<file path="src/rtl/nanov_alu_pkg.sv">
// rtl/nanov_alu_pkg.sv - shared opcodes, FSM state type and clog2 helper for the sequential nanoV ALU
package nanov_alu_pkg;

  localparam logic [2:0] OP_ADD  = 3'b000;
  localparam logic [2:0] OP_SLL  = 3'b001;
  localparam logic [2:0] OP_SLT  = 3'b010;
  localparam logic [2:0] OP_SLTU = 3'b011;
  localparam logic [2:0] OP_XOR  = 3'b100;
  localparam logic [2:0] OP_SR   = 3'b101;
  localparam logic [2:0] OP_OR   = 3'b110;
  localparam logic [2:0] OP_AND  = 3'b111;

  typedef enum logic [1:0] {
    IDLE  = 2'd0,
    ARITH = 2'd1,
    SHIFT = 2'd2
  } state_t;

  function automatic int clog2(input int v);
    int r;
    r = 0;
    while ((1 << r) < v) r++;
    return r;
  endfunction

endpackage

</file>
<file path="src/rtl/nanov_alu_digit.sv">
// rtl/nanov_alu_digit.sv - one DIGIT_W-bit slice of the add/sub/logic datapath
module nanov_alu_digit
  import nanov_alu_pkg::*;
#(
  parameter int DIGIT_W = 4
) (
  input  logic [2:0]         op,
  input  logic               sub,
  input  logic [DIGIT_W-1:0] a_dig,
  input  logic [DIGIT_W-1:0] b_dig,
  input  logic               cin,
  output logic [DIGIT_W-1:0] r_dig,
  output logic               cout
);

  logic [DIGIT_W-1:0] b_eff;
  logic [DIGIT_W:0]   sum;

  // Subtraction is A + ~B + carry; logic ops ignore the adder entirely.
  always_comb begin
    b_eff = sub ? ~b_dig : b_dig;
    sum   = {1'b0, a_dig} + {1'b0, b_eff} + {{DIGIT_W{1'b0}}, cin};
    cout  = sum[DIGIT_W];
    case (op)
      OP_XOR:  r_dig = a_dig ^ b_dig;
      OP_OR:   r_dig = a_dig | b_dig;
      OP_AND:  r_dig = a_dig & b_dig;
      default: r_dig = sum[DIGIT_W-1:0];
    endcase
  end

endmodule

</file>
<file path="src/rtl/nanov_alu_seq.sv">
// rtl/nanov_alu_seq.sv - multi-cycle RV32I register ALU with start/busy/done handshake and flush
module nanov_alu_seq
  import nanov_alu_pkg::*;
#(
  parameter int XLEN    = 32,
  parameter int DIGIT_W = 4
) (
  input  logic            clk,
  input  logic            rstn,
  input  logic            start,
  input  logic            flush,
  input  logic [2:0]      op,
  input  logic            alt,
  input  logic [XLEN-1:0] a,
  input  logic [XLEN-1:0] b,
  output logic            busy,
  output logic            done,
  output logic [XLEN-1:0] d
);

  localparam int NDIG = XLEN / DIGIT_W;
  localparam int SHW  = clog2(XLEN);
  // Wide enough for both the digit index and a shift count of XLEN-1.
  localparam int CW   = clog2(XLEN) + 1;

  state_t state, state_next;

  logic [2:0]      op_r;
  logic            alt_r;
  logic            sub_r;
  logic            carry;
  logic            sa, sb;
  logic [XLEN-1:0] a_sr;
  logic [XLEN-1:0] b_sr;
  logic [XLEN-1:0] acc;
  logic [CW-1:0]   cnt;

  logic            capture, finish;
  logic            is_shift_op, sub_op;
  logic [DIGIT_W-1:0] r_dig;
  logic            cout;
  logic [XLEN-1:0] r_ext, acc_next, shift_1;
  logic            fill, lt;

  nanov_alu_digit #(.DIGIT_W(DIGIT_W)) u_digit (
    .op    (op_r),
    .sub   (sub_r),
    .a_dig (a_sr[DIGIT_W-1:0]),
    .b_dig (b_sr[DIGIT_W-1:0]),
    .cin   (carry),
    .r_dig (r_dig),
    .cout  (cout)
  );

  assign busy = (state != IDLE);

  // Next-state logic: flush overrides everything, including a same-cycle start.
  always_comb begin
    state_next  = state;
    capture     = 1'b0;
    finish      = 1'b0;
    is_shift_op = (op == OP_SLL) || (op == OP_SR);
    sub_op      = ((op == OP_ADD) && alt) || (op == OP_SLT) || (op == OP_SLTU);
    if (flush) begin
      state_next = IDLE;
    end else begin
      case (state)
        IDLE: begin
          if (start) begin
            capture    = 1'b1;
            state_next = is_shift_op ? SHIFT : ARITH;
          end
        end
        ARITH: begin
          if (cnt == CW'(NDIG - 1)) begin
            finish     = 1'b1;
            state_next = IDLE;
          end
        end
        SHIFT: begin
          if (cnt <= CW'(1)) begin
            finish     = 1'b1;
            state_next = IDLE;
          end
        end
        default: state_next = IDLE;
      endcase
    end
  end

  // Per-cycle datapath values: next accumulator, one-bit shift and the compare result.
  always_comb begin
    r_ext    = XLEN'(r_dig);
    acc_next = (acc >> DIGIT_W) | (r_ext << (XLEN - DIGIT_W));
    fill     = alt_r & a_sr[XLEN-1];
    shift_1  = (op_r == OP_SLL) ? (a_sr << 1) : {fill, a_sr[XLEN-1:1]};
    // Bit XLEN of {sa,A} + {~sb,~B} + 1, given the carry out of the low XLEN bits.
    lt       = sa ^ ~sb ^ cout;
  end

  // FSM state register.
  always_ff @(posedge clk or negedge rstn) begin
    if (!rstn) state <= IDLE;
    else       state <= state_next;
  end

  // Operand capture, digit/shift stepping and result writeback.
  always_ff @(posedge clk or negedge rstn) begin
    if (!rstn) begin
      op_r  <= '0;
      alt_r <= 1'b0;
      sub_r <= 1'b0;
      carry <= 1'b0;
      sa    <= 1'b0;
      sb    <= 1'b0;
      a_sr  <= '0;
      b_sr  <= '0;
      acc   <= '0;
      cnt   <= '0;
      done  <= 1'b0;
      d     <= '0;
    end else begin
      done <= 1'b0;
      if (capture) begin
        op_r  <= op;
        alt_r <= alt;
        sub_r <= sub_op;
        carry <= sub_op;
        sa    <= (op == OP_SLT) & a[XLEN-1];
        sb    <= (op == OP_SLT) & b[XLEN-1];
        a_sr  <= a;
        b_sr  <= b;
        acc   <= '0;
        cnt   <= is_shift_op ? CW'(b[SHW-1:0]) : '0;
      end else if (state == ARITH && !flush) begin
        a_sr  <= a_sr >> DIGIT_W;
        b_sr  <= b_sr >> DIGIT_W;
        acc   <= acc_next;
        carry <= cout;
        cnt   <= cnt + CW'(1);
        if (finish) begin
          done <= 1'b1;
          d    <= ((op_r == OP_SLT) || (op_r == OP_SLTU)) ? XLEN'(lt) : acc_next;
        end
      end else if (state == SHIFT && !flush) begin
        if (cnt != '0) begin
          a_sr <= shift_1;
          cnt  <= cnt - CW'(1);
        end
        if (finish) begin
          done <= 1'b1;
          d    <= (cnt == '0) ? a_sr : shift_1;
        end
      end
    end
  end

endmodule

</file>
<file path="config.mk">
export PLATFORM = sky130hd
export DESIGN_NAME = nanov_alu_seq
export DESIGN_NICKNAME = d
export VERILOG_FILES = /design/src/rtl/nanov_alu_pkg.sv /design/src/rtl/nanov_alu_digit.sv /design/src/rtl/nanov_alu_seq.sv
export SDC_FILE = /design/constraint.sdc
export NUM_CORES = 1
export LEC_CHECK = 0
export CAP_MARGIN = 20
export CORE_MARGIN = 4
export CORE_UTILIZATION = 50
export CTS_BUF_LIST = sky130_fd_sc_hd__clkbuf_16
export CTS_CLUSTER_SIZE = 20
export DETAILED_ROUTE_END_ITERATION = 12
export PLACE_DENSITY = 0.77
export SLEW_MARGIN = 20
export SYNTH_ARGS = -nofsm -noshare
export SYNTH_HDL_FRONTEND = slang
export SYNTH_HIERARCHICAL = 1
export SYNTH_SLANG_ARGS = --single-unit
</file>
<file path="constraint.sdc">
create_clock -name clk -period 2.3 [get_ports clk]
set_input_delay 0.46 -clock clk [delete_from_list [all_inputs] [get_ports clk]]
set_output_delay 0.46 -clock clk [all_outputs]
set_load 0.02 [all_outputs]
</file>
==> impl_metrics.csv, run 1 <==
group,metric,value,unit
setup_path,startpoint_type,"flop",
power_and_ir_drop,p_sw,0.00427,W
logic_synthesis,syn_inst,912,
cts,clockRootBuffer,"clkbuf_16",
drt,drt-vias-per-instance,5.94,
global_routing,grt_max_degree,63,
placement,dpl.cell_count,1176,
sta,worst_slack,-33.6,ps
setup_path,slowest_stage,"dfrtp_1",
finish,final_common_cell,"nand2_1",
logic_synthesis,ys_seq_area_share,45.4,%
sta,finalCritPeriodShare,101,%
power_and_ir_drop,power.density,1120,mW/mm2
cts,clkTransAtPathRegs,60,ps
finish,drive_gt1_share,9.02,%
global_routing,first_global_vias,6781,
drt,drtAntennaViolNets,0,
cts,cts_buffers,17,
finish,ff_latch_area,0.00353,mm2
power_and_ir_drop,ir_worst_vdd,655,uV
sta,rsz0062_at_grt,"yes",
logic_synthesis,ys_warn_count,6,
finish,multiInputGateArea,0.00391,mm2
sta,period_needed,2330,ps
global_routing,grt_pass1_wl,34.7,mm
cts,htree_levels,4,
floorplan,die_x,133,um
finish,layout.cells.non_filler,1208,
sta,setup_viol,1,
floorplan,design.core.area,0.0152,mm2
cts,cts.path.max_buffers,2,
finish,final_cell_mix,"nand2_1 (238), dfrtp_1 (141), clkdlybuf4s50_1 (103), nor2_1 (74), a31oi_1 (61)",
power_and_ir_drop,p_leak,4.38,nW
placement,hpwl,14.9,mm
logic_synthesis,synth-seq-cells,141,
flow_run,maxCapViolations,0,
global_routing,antenna_found_initial,0,
drt,finalWirelength,21.5,mm
logic_synthesis,syn_area,0.00777,mm2
floorplan,row_count,45,
sta,fmax,429,MHz
finish,finalNetCount,1099,
power_and_ir_drop,clkPwrFrac,23.6,%
setup_path,critical-path-max-stage-delay,420,ps
floorplan,initial_core_util,51.1,%
setup_path,path_class,"reg -> reg",
sta,hold_viol,0,
placement,gp_congestion,0.918,
finish,antenna_cells,0,
finish,syn_to_final_growth,26.2,%
power_and_ir_drop,swShare,38.9,%
sta,relSlewSlack,65.4,%
logic_synthesis,avgSynthCellArea,8.52,um2
setup_path,cp_max_fo,2,
outcome,outcome,"complete, but fails checks",
sta,clock_skew,12.1,ps
cts,insertion_delay,430,ps
setup_path,crit_path_cell_trace,"xnor2_2 -> fa_2 -> inv_2 -> fa_2 -> a21o_1 -> a21o_1 -> xnor2_1 -> xnor2_1 -> a21oi_1 -> nor2_1 -> o22ai_1",
worst_hold_path,hold_path_class,"reg -> reg",
power_and_ir_drop,seqPwrFrac,36.6,%
drt,drt-pass1-iter-count,6,
sta,slew_viol_final,0,
global_routing,grt_overflow,0,
drt,vias,7181,
logic_synthesis,synth_cell_type_count,54,
floorplan,die_area,0.0176,mm2
outcome,violations,"setup timing",
logic_synthesis,synth_ff_type,"dfrtp_1",
logic_synthesis,syn-num-nets,1003,
floorplan,die_h,133,um
power_and_ir_drop,intPower,0.00671,W
sta,tightest_slew,519,ps
floorplan,io_pins,106,
power_and_ir_drop,comb_power_share,39.8,%
cts,clock-sinks,141,
logic_synthesis,synthArstFlopShare,100,%
logic_synthesis,synth_edf_count,0,
global_routing,grt_usage,24.6,%
placement,port_buffers,105,
cts,cts_tree,"built",
sta,worst_hold_slack,502,ps
finish,fill_cells,1251,
drt,drc_errors,0,
setup_path,worstPathRequired,2600,ps
drt,wl_per_cell,17.8,um
setup_path,cp.arrival,2640,ps
setup_path,endpoint_kind,"flop",
power_and_ir_drop,p_total,0.0110,W
drt,drt-initial-drc-count,645,
registers in the layout (all words and copies together), names as in the netlist, 2 cells and up:
signal	flops
a_sr	32
acc	28
b_sr	32
cnt	6
d	32
op_r	3
state	2
worst paths after layout:
kind | start | end | depth (start not counted) | slack [ps]
max | sub_r$_DFFE_PN0P_ | d[0]$_DFFE_PN0P_ | 11 | -30
min | b_sr[28]$_DFFE_PN0N_ | b_sr[28]$_DFFE_PN0N_ | 2 | 500
max reg2reg | sub_r$_DFFE_PN0P_ | d[0]$_DFFE_PN0P_ | 11 | -30
min reg2reg | b_sr[28]$_DFFE_PN0N_ | b_sr[28]$_DFFE_PN0N_ | 2 | 500
max in group asynchronous | rstn | acc[9]$_DFFE_PN0N_ | 3 | 1120
min in group asynchronous | rstn | a_sr[8]$_DFFE_PN0P_ | 2 | 520
per-stage QoR:
stage	TNS, ps	setup slack [ps]	util [%]	cell area, um2
3_5_place_dp	0	17.5	60.8	9240
2_1_floorplan	0	75.8	-	7770
5_1_grt	-91.3	-91.3	64.5	9810
3_3_place_gp	0	50.1	60.8	9240
6_report	-33.6	-33.6	64.5	9810
4_1_cts	-8.21	-8.21	64.5	9800
cell families after synthesis:
| group | Yosys count | share of synthesized area (%) |
|---|---|---|
| compound gates | 261 | 21.8 |
| xor+xnor | 10 | 1.13 |
| fa+ha+maj | 19 | 3.25 |
| buf+inv | 92 | 5.10 |
| flops | 141 | 45.4 |
| mux | 33 | 4.28 |
| simple gates | 356 | 19.1 |
cells in the mapped netlist, types with 3 or more instances:
master    count  area, um2
mux2i_1      31        310
clkbuf_1     38        143
nor2_1       75        282
o22ai_1       5       31.3
a221oi_1     22        193
o31ai_1       3       22.5
nand2_1     239        897
o21ai_0      40        200
nand3_1       9       45.0
nand3b_1      4       30.0
xnor2_1       5       43.8
o211ai_1     35        263
a21oi_1      52        260
nand2b_1      4       25.0
buf_1         8       30.0
a22oi_1       3       22.5
ha_1         17        213
a21o_1       25        188
buf_6         3       33.8
dfrtp_1     141       3530
a31oi_1      61        382
nor2b_1       5       31.3
inv_1        22       82.6
xor2_1        5       43.8
buf_2        20        100
per-layer routing:
metal / wire [um] / up-vias / track usage, %
li1: - / 3392 / -
met1: 8850 / 3435 / 31.7
met2: 10600 / 308 / 40.9
met3: 1460 / 46 / 5.63
met4: 640 / 0 / 8.89
met5: 0 / - / 0
critical path: cells and delay by family, from the launching register on:
kind | cells | cell delay [ps]
adder cells (fa/ha/maj) | 2 | 600
XOR/XNOR | 3 | 560
AO/OA/AOI/OAI | 4 | 510
flip-flops | 1 | 420
AND/OR/NAND/NOR | 1 | 90
buffers and inverters | 1 | 40
repair_timing:
item | in CTS | in global routing
resized for setup | 1 | 5
endpoints found under the hold margin | 41 | 0
setup buffers | 0 | 0
hold buffers | 1 | 0
pin swaps | 1 | 4
endpoints found under the setup margin | 1 | 2
final cells by class:
| class | count | share of cell area (%) |
|---|---|---|
| repair buffers | 147 | 15.4 |
| multi-input cells | 679 | 39.8 |
| well taps | 188 | 2.40 |
| clock buffers | 17 | 4.34 |
| inverters | 22 | 0.842 |
| clock inverters | 14 | 1.25 |
| flip-flops and latches | 141 | 36.0 |
power by group through the flow:
stage | clock network [W] | registers (W) | logic, W
after floorplan | 0 | 0.00403 | 0.00265
after global routing | 0.00271 | 0.00413 | 0.00480
after CTS | 0.00263 | 0.00400 | 0.00436
final | 0.00259 | 0.00402 | 0.00437
after detailed placement | 0 | 0.00403 | 0.00431
after global placement | 0 | 0.00400 | 0.00422
Note: power is estimated with default switching activity, not from simulation.
==> run 2, diff against run 1 <==
GPL_TIMING_DRIVEN = 0   (was default)
==> impl_metrics.csv, run 2 (synthesis results as in run 1) <==
group,metric,value,unit
outcome,outcome,"complete, but fails checks",
outcome,violations,"hold timing, setup timing",
setup_path,cp_max_fo,2,
sta,worst_hold_slack,-4.11,ps
drt,finalWirelength,23.9,mm
floorplan,row_count,45,
sta,period_needed,2410,ps
global_routing,grt_overflow,0,
power_and_ir_drop,ir_worst_vdd,638,uV
setup_path,path_class,"reg -> reg",
floorplan,design.core.area,0.0152,mm2
floorplan,initial_core_util,51.1,%
power_and_ir_drop,power.density,1150,mW/mm2
setup_path,startpoint_type,"flop",
global_routing,grt_usage,26.9,%
power_and_ir_drop,p_leak,4.36,nW
cts,cts_buffers,17,
sta,slew_viol_final,0,
cts,clockRootBuffer,"clkbuf_16",
drt,drc_errors,0,
placement,hpwl,16.9,mm
global_routing,grt_pass1_wl,37.4,mm
finish,final_cell_mix,"nand2_1 (239), dfrtp_1 (139), clkdlybuf4s50_1 (104), nor2_1 (74), a31oi_1 (61)",
drt,drt-vias-per-instance,6.09,
cts,cts_hold_buf,0,
placement,gp_congestion,0.944,
drt,vias,7540,
floorplan,io_pins,106,
setup_path,cp.arrival,2700,ps
cts,insertion_delay,430,ps
sta,worst_slack,-108,ps
worst_hold_path,hold_path_class,"in -> async",
cts,htree_levels,4,
finish,final_common_cell,"nand2_1",
placement,dp_slack,-584,ps
drt,drtAntennaViolNets,0,
sta,fmax,415,MHz
finish,top_regs,"a_sr x32, b_sr x32, d x32",
sta,hold_viol,3,
floorplan,die_area,0.0176,mm2
power_and_ir_drop,p_total,0.0112,W
setup_path,endpoint_kind,"flop",
cts,clock-sinks,141,
sta,clock_skew,6.86,ps
sta,setup_viol,2,
setup_path,worstPathRequired,2600,ps
global_routing,antenna_found_initial,0,
drt,wl_per_cell,19.3,um
finish,antenna_cells,0,
sta,relSlewSlack,59.6,%
drt,drt-initial-drc-count,744,
global_routing,grt_max_degree,76,
sta,finalCritPeriodShare,105,%
cts,clkTransAtPathRegs,60,ps
drt,drt-pass1-iter-count,6,
cts,cts.path.max_buffers,2,
finish,syn_to_final_growth,25.6,%
finish,finalNetCount,1130,
flow_run,maxCapViolations,0,
floorplan,die_x,133,um
placement,port_buffers,105,
sta,rsz0062_at_grt,"yes",
floorplan,die_h,133,um
finish,drive_gt1_share,10.1,%
sta,tightest_slew,606,ps
cts,cts_tree,"built",
global_routing,first_global_vias,7229,
[run 2: changes by cell type in the layout (fill, tap and decap cells not counted), sizes merged, moves of 2 or more]
cell	before	now
clkinvlp	1	3
clkinv	8	4
clkbuf	17	56
buf	42	35
[run 2: worst paths after layout]
| check | startpoint | cells past startpoint | slack [ps] | endpoint |
|---|---|---|---|---|
| hold reg to reg | b_sr[31]$_DFFE_PN0N_ | 2 | 510 | b_sr[31]$_DFFE_PN0N_ |
| max in group asynchronous | rstn | 2 | 1570 | acc[27]$_DFFE_PN0N_ |
| hold / removal | rstn | 1 | -4 | a_sr[8]$_DFFE_PN0P_ |
| setup / recovery | sub_r$_DFFE_PN0P_ | 11 | -110 | d[0]$_DFFE_PN0P_ |
| setup reg to reg | sub_r$_DFFE_PN0P_ | 11 | -110 | d[0]$_DFFE_PN0P_ |
| min in group clk | b_sr[31]$_DFFE_PN0N_ | 2 | 510 | b_sr[31]$_DFFE_PN0N_ |
[run 2: metal layers]
layer | up-vias | track usage, % | part of all wire [%]
met2 | 413 | 41.1 | 46
met5 | - | 0 | 0
met4 | 0 | 16.6 | 5.7
li1 | 3448 | - | -
met3 | 89 | 5.10 | 7.5
met1 | 3590 | 35.5 | 41
[run 2: worst max-delay path: stages, from the launching register on]
cell	delay (ps)
dfrtp_2	430
xnor2_2	180
fa_2	230
inv_2	40
fa_2	340
a21o_1	180
a21o_1	200
xnor2_2	210
xnor2_2	150
a21oi_2	100
nor2_2	130
o22ai_1	90
[run 2: where the power goes]
group / total [W] / leakage [nW] / switching (W) / internal [W]
registers: 0.00408 / 1.81 / 0.000850 / 0.00323
logic: 0.00444 / 2.28 / 0.00248 / 0.00197
clock network: 0.00271 / 0.278 / 0.00112 / 0.00159
[run 2: cell type report]
cell class / instances / area [um2]
Fill cell: 1298 / 5450
Multi-Input combinational cell: 679 / 3890
Tap cell: 188 / 235
Clock buffer: 17 / 425
Clock inverter: 14 / 145
Buffer: 69 / 340
Inverter: 22 / 82.6
Sequential cell: 141 / 3530
Timing Repair Buffer: 109 / 1110
[run 2: what timing repair did]
| item | 4_1_cts | 5_1_grt |
|---|---|---|
| pin swaps | 7 | 5 |
| setup endpoints to repair | 88 | 127 |
| buffers inserted | 3 | 0 |
| hold endpoints to repair | 0 | 0 |
| gates resized for setup | 19 | 33 |
[run 2: through the flow]
stage	setup TNS [ps]	cell area (um2)	cells	util, %
after global routing	-2170	9760	1239	64.2
final	-118	9760	1239	64.2
after detailed placement	-47070	9090	1206	59.8
after global placement	-746480	9060	1205	59.6
after floorplan	0	7770	912	-
after CTS	-123	9730	1239	64.0
==> RTL change 1: new RTL, config.mk and constraints of run 1 <==
Put one more register stage on the output `d`, cleared by the reset. The value now appears one clock later. The other outputs are not delayed to match.
--- a/src/rtl/nanov_alu_seq.sv
+++ b/src/rtl/nanov_alu_seq.sv
@@ -24,2 +24,4 @@
   localparam int CW   = clog2(XLEN) + 1;
+
+  logic [XLEN-1:0] d_s0;
 
@@ -120,3 +122,3 @@
       done  <= 1'b0;
-      d     <= '0;
+      d_s0  <= '0;
     end else begin
@@ -142,3 +144,3 @@
           done <= 1'b1;
-          d    <= ((op_r == OP_SLT) || (op_r == OP_SLTU)) ? XLEN'(lt) : acc_next;
+          d_s0 <= ((op_r == OP_SLT) || (op_r == OP_SLTU)) ? XLEN'(lt) : acc_next;
         end
@@ -151,3 +153,3 @@
           done <= 1'b1;
-          d    <= (cnt == '0) ? a_sr : shift_1;
+          d_s0 <= (cnt == '0) ? a_sr : shift_1;
         end
@@ -157,2 +159,10 @@
 
+  always_ff @(posedge clk or negedge rstn) begin
+    if (!rstn) begin
+      d <= '0;
+    end else begin
+      d <= d_s0;
+    end
+  end
+
 endmodule
Formal check against the unedited RTL: not equivalent (a bounded check fails within 4 cycles, from zero or initial values and one cycle with rstn low).
==> RTL change 1 against run 1 <==
- wire length is essentially flat
- sequential power grew 15%
- final cell count is 5.7% higher
- design area rose by 8.9%
- combinational power is 8.2% lower
- area after synthesis rose by 10%
- worst setup slack gained 74 ps
- sequential share of layout area up 4.6 points
- highest routed layer unchanged
- sequential cell count is 32 higher
- total power up 3.9%
==> RTL change 1: results (changes against run 1) <==
\begin{tabular}{lr}
\hline
Metric & Value \\
\hline
\multicolumn{2}{l}{\textbf{Synthesis}} \\
\quad Number of synthesized register bits & 173 (+23\%) \\
\quad Post-synthesis adder-cell area fraction & 2.94\% (-0.31 points) \\
\quad Most frequent cells after synthesis & sky130\_fd\_sc\_hd\_\_nand2\_1 (237), sky130\_fd\_sc\_hd\_\_dfrtp\_1 (173), sky130\_fd\_sc\_hd\_\_nor2\_1 (80) \\
\quad Post-synthesis xor/xnor area fraction & 0.918\% (-0.21 points) \\
\quad Cell count after synthesis & 944 (+3.5\%) \\
\multicolumn{2}{l}{\textbf{Run status}} \\
\quad Result of the run & complete, no violations \\
\multicolumn{2}{l}{\textbf{Power}} \\
\quad Comb power frac & 35.2\% (-4.6 points) \\
\quad Peak supply drop & 0.702 mV (+7.2\%) \\
\multicolumn{2}{l}{\textbf{Place}} \\
\quad Placed cells & 1,243 (+5.7\%) \\
\multicolumn{2}{l}{\textbf{Cells and area}} \\
\quad Number of nets in the finished design & 1,135 (+3.3\%) \\
\quad Fraction of area in multi-input gates & 36.5\% (-3.3 points) \\
\quad Clock buffer and inverter area fraction after layout & 5.25\% (-0.34 points) \\
\quad Number of non-clock inverters in the layout & 21 (-4.5\%) \\
\quad Number of filler instances in the final layout & 1,409 (+13\%) \\
\quad Count of placed standard cells in the final layout, fillers left out & 1,277 (+5.7\%) \\
\multicolumn{2}{l}{\textbf{GRT}} \\
\quad Global-route total usage across every layer & 22.4\% (-2.2 points) \\
\quad First-pass GRT wire length & 35,600 um (+2.5\%) \\
\quad Pin count of the biggest net entering global routing & 54 (-14\%) \\
\quad Via count of the first global-routing pass & 6,891 (+1.6\%) \\
\multicolumn{2}{l}{\textbf{CTS}} \\
\quad Setup fix buffers added after clock tree synthesis & 1 (+1) \\
\multicolumn{2}{l}{\textbf{Setup path}} \\
\quad Timing endpoint of the critical path & d\_s0[0]\$\_DFFE\_PN0P\_ \\
\quad Worst setup slack for register-to-register paths & 40 ps (+70 ps) \\
\multicolumn{2}{l}{\textbf{Route}} \\
\quad Initial drt markers & 569 (-12\%) \\
\quad Vias per inst & 5.82 (-2.1\%) \\
\quad Detailed Routing Iterations Pass 1 & 5 (-1) \\
\multicolumn{2}{l}{\textbf{Min path}} \\
\quad Hold path start & d\_s0[28]\$\_DFFE\_PN0P\_ \\
\hline
\end{tabular}
## RTL change 1: cell families after synthesis
kind of cell             count (synthesis)
multiplexers                            33
AO/OA/AOI/OAI                          264
XOR/XNOR                                 9
flip-flops                             173
buffers and inverters                   93
AND/OR/NAND/NOR                        353
adder cells (fa/ha/maj)                 19
## RTL change 1: routing by layer
layer	part of all wire [%]	global-route usage (%)	routed length [um]	vias up
li1	-	-	-	3505
met1	43	30.8	9300	3596
met2	48	36.3	10400	293
met3	6.3	3.97	1350	39
met4	2.3	7.47	488	0
met5	0	0	0	-
## RTL change 1: per-stage QoR
stage	TNS [ps]	instance area (um2)	total power, uW	hold slack, ps	util [%]
3_3_place_gp	0	10100	8450	359	60.4
6_report	0	10700	11400	373	64.0
2_1_floorplan	0	8590	7200	164	-
5_1_grt	-100	10700	12100	377	64.0
3_5_place_dp	-15.2	10100	8560	360	60.4
4_1_cts	0	10700	11400	374	64.0
==> RTL change 2: new RTL, flow settings as in run 1 <==
Made on the original files. Set the parameter `XLEN` to 36 (it was 32).
--- a/src/rtl/nanov_alu_seq.sv
+++ b/src/rtl/nanov_alu_seq.sv
@@ -4,3 +4,3 @@
 #(
-  parameter int XLEN    = 32,
+  parameter int XLEN    = 36,
   parameter int DIGIT_W = 4
Ports: changed (resized a, b and d); port bits go from 106 to 118. No check against the original RTL was run, so the function may have changed too.
==> RTL change 2 against run 1 <==
- total power is 9.0% higher
- global-route usage is 0.35 points lower
- area after synthesis is 12% higher
- worst setup slack better by 66 ps
- wire length is 10% higher
- core utilization is 0.60 points higher
- design area is 12% higher
- final cell count is 11% higher
- sequential cell count is 17 higher
- critical endpoint unchanged
- largest power group unchanged
==> RTL change 2: results (changes against run 1) <==
\begin{tabular}{lr}
\hline
Metric & Value \\
\hline
\multicolumn{2}{l}{\textbf{Run status}} \\
\quad Result of the run & complete, no violations \\
\multicolumn{2}{l}{\textbf{Power}} \\
\quad Peak supply drop & 0.642 mV (-2.1\%) \\
\quad Switching power share of the total & 37.9\% (-1.0 points) \\
\quad Comb power frac & 39.9\% (about the same) \\
\quad Power in the clock group & 2790 uW (+7.7\%) \\
\multicolumn{2}{l}{\textbf{Route}} \\
\quad Vias per inst & 5.96 (+0.22\%) \\
\quad Detailed-route wire length on metal 1 & 10,300 um (+16\%) \\
\quad Wire length per cell & 17.6 um (-0.96\%) \\
\quad Met3 WL & 1630 um (+11\%) \\
\quad Routed via count & 8,001 (+11\%) \\
\multicolumn{2}{l}{\textbf{GRT}} \\
\quad Global Route met3 Usage & 4.87\% (-0.76 points) \\
\quad Global-route total usage across every layer & 24.3\% (-0.35 points) \\
\quad First-pass GRT wire length & 39,100 um (+13\%) \\
\quad Met2 routing resource usage after global routing & 38.8\% (-2.0 points) \\
\multicolumn{2}{l}{\textbf{Cells and area}} \\
\quad Top Registers & a\_sr: 36 flops, b\_sr: 36 flops, d: 36 flops \\
\quad Number of nets in the finished design & 1,211 (+10\%) \\
\multicolumn{2}{l}{\textbf{Min path}} \\
\quad Hold Path Class & in2async \\
\multicolumn{2}{l}{\textbf{Synthesis}} \\
\quad Number of nets in the synthesized netlist & 1,109 (+11\%) \\
\quad Post-synthesis xor/xnor area fraction & 0.807\% (-0.32 points) \\
\quad Post-synthesis cell type count & 62 (+15\%) \\
\quad Largest cells by area after synthesis & sky130\_fd\_sc\_hd\_\_dfrtp\_1 (46\%), sky130\_fd\_sc\_hd\_\_nand2\_1 (11\%), sky130\_fd\_sc\_hd\_\_a31oi\_1 (4.8\%), sky130\_fd\_sc\_hd\_\_mux2i\_1 (4.1\%), sky130\_fd\_sc\_hd\_\_nor2\_1 (3.7\%) \\
\quad Syn Area/Cell & 8.61 um2 (+1.0\%) \\
\multicolumn{2}{l}{\textbf{Place}} \\
\quad Placed cells & 1,312 (+12\%) \\
\quad Number of buffers inserted by port buffering & 117 (+11\%) \\
\multicolumn{2}{l}{\textbf{Timing}} \\
\quad Tightest Pin Transition & 562 ps (+43.4 ps) \\
\quad Post-route clock skew & 7.47 ps (-4.63 ps) \\
\hline
\end{tabular}
RTL change 2: changes by cell type in the layout (fill, tap and decap cells not counted), sizes merged, moves of 5 or more:
cell | before | now
a31oi | 61 | 67
nor2 | 77 | 88
clkdlybuf4s50 | 103 | 115
a221oi | 22 | 31
mux2i | 31 | 36
buf | 42 | 50
a21o | 25 | 33
dfrtp | 141 | 158
a21oi | 53 | 48
nand2 | 239 | 258
RTL change 2: area by class of cell:
class                           instances  area, um2
Fill cell                            1440       5860
Multi-Input combinational cell        747       4350
Sequential cell                       158       3950
Timing Repair Buffer                  166       1720
Clock buffer                           17        425
Tap cell                              220        275
Clock inverter                         14        154
Inverter                               21       78.8
RTL change 2: metrics by stage:
| stage | setup slack [ps] | setup TNS [ps] |
|---|---|---|
| 6_report | 32.7 | 0 |
| 5_1_grt | -75.9 | -75.9 |
| 4_1_cts | 1.22 | 0 |
| 3_5_place_dp | -118 | -154 |
| 3_3_place_gp | 12.6 | 0 |
| 2_1_floorplan | 119 | 0 |
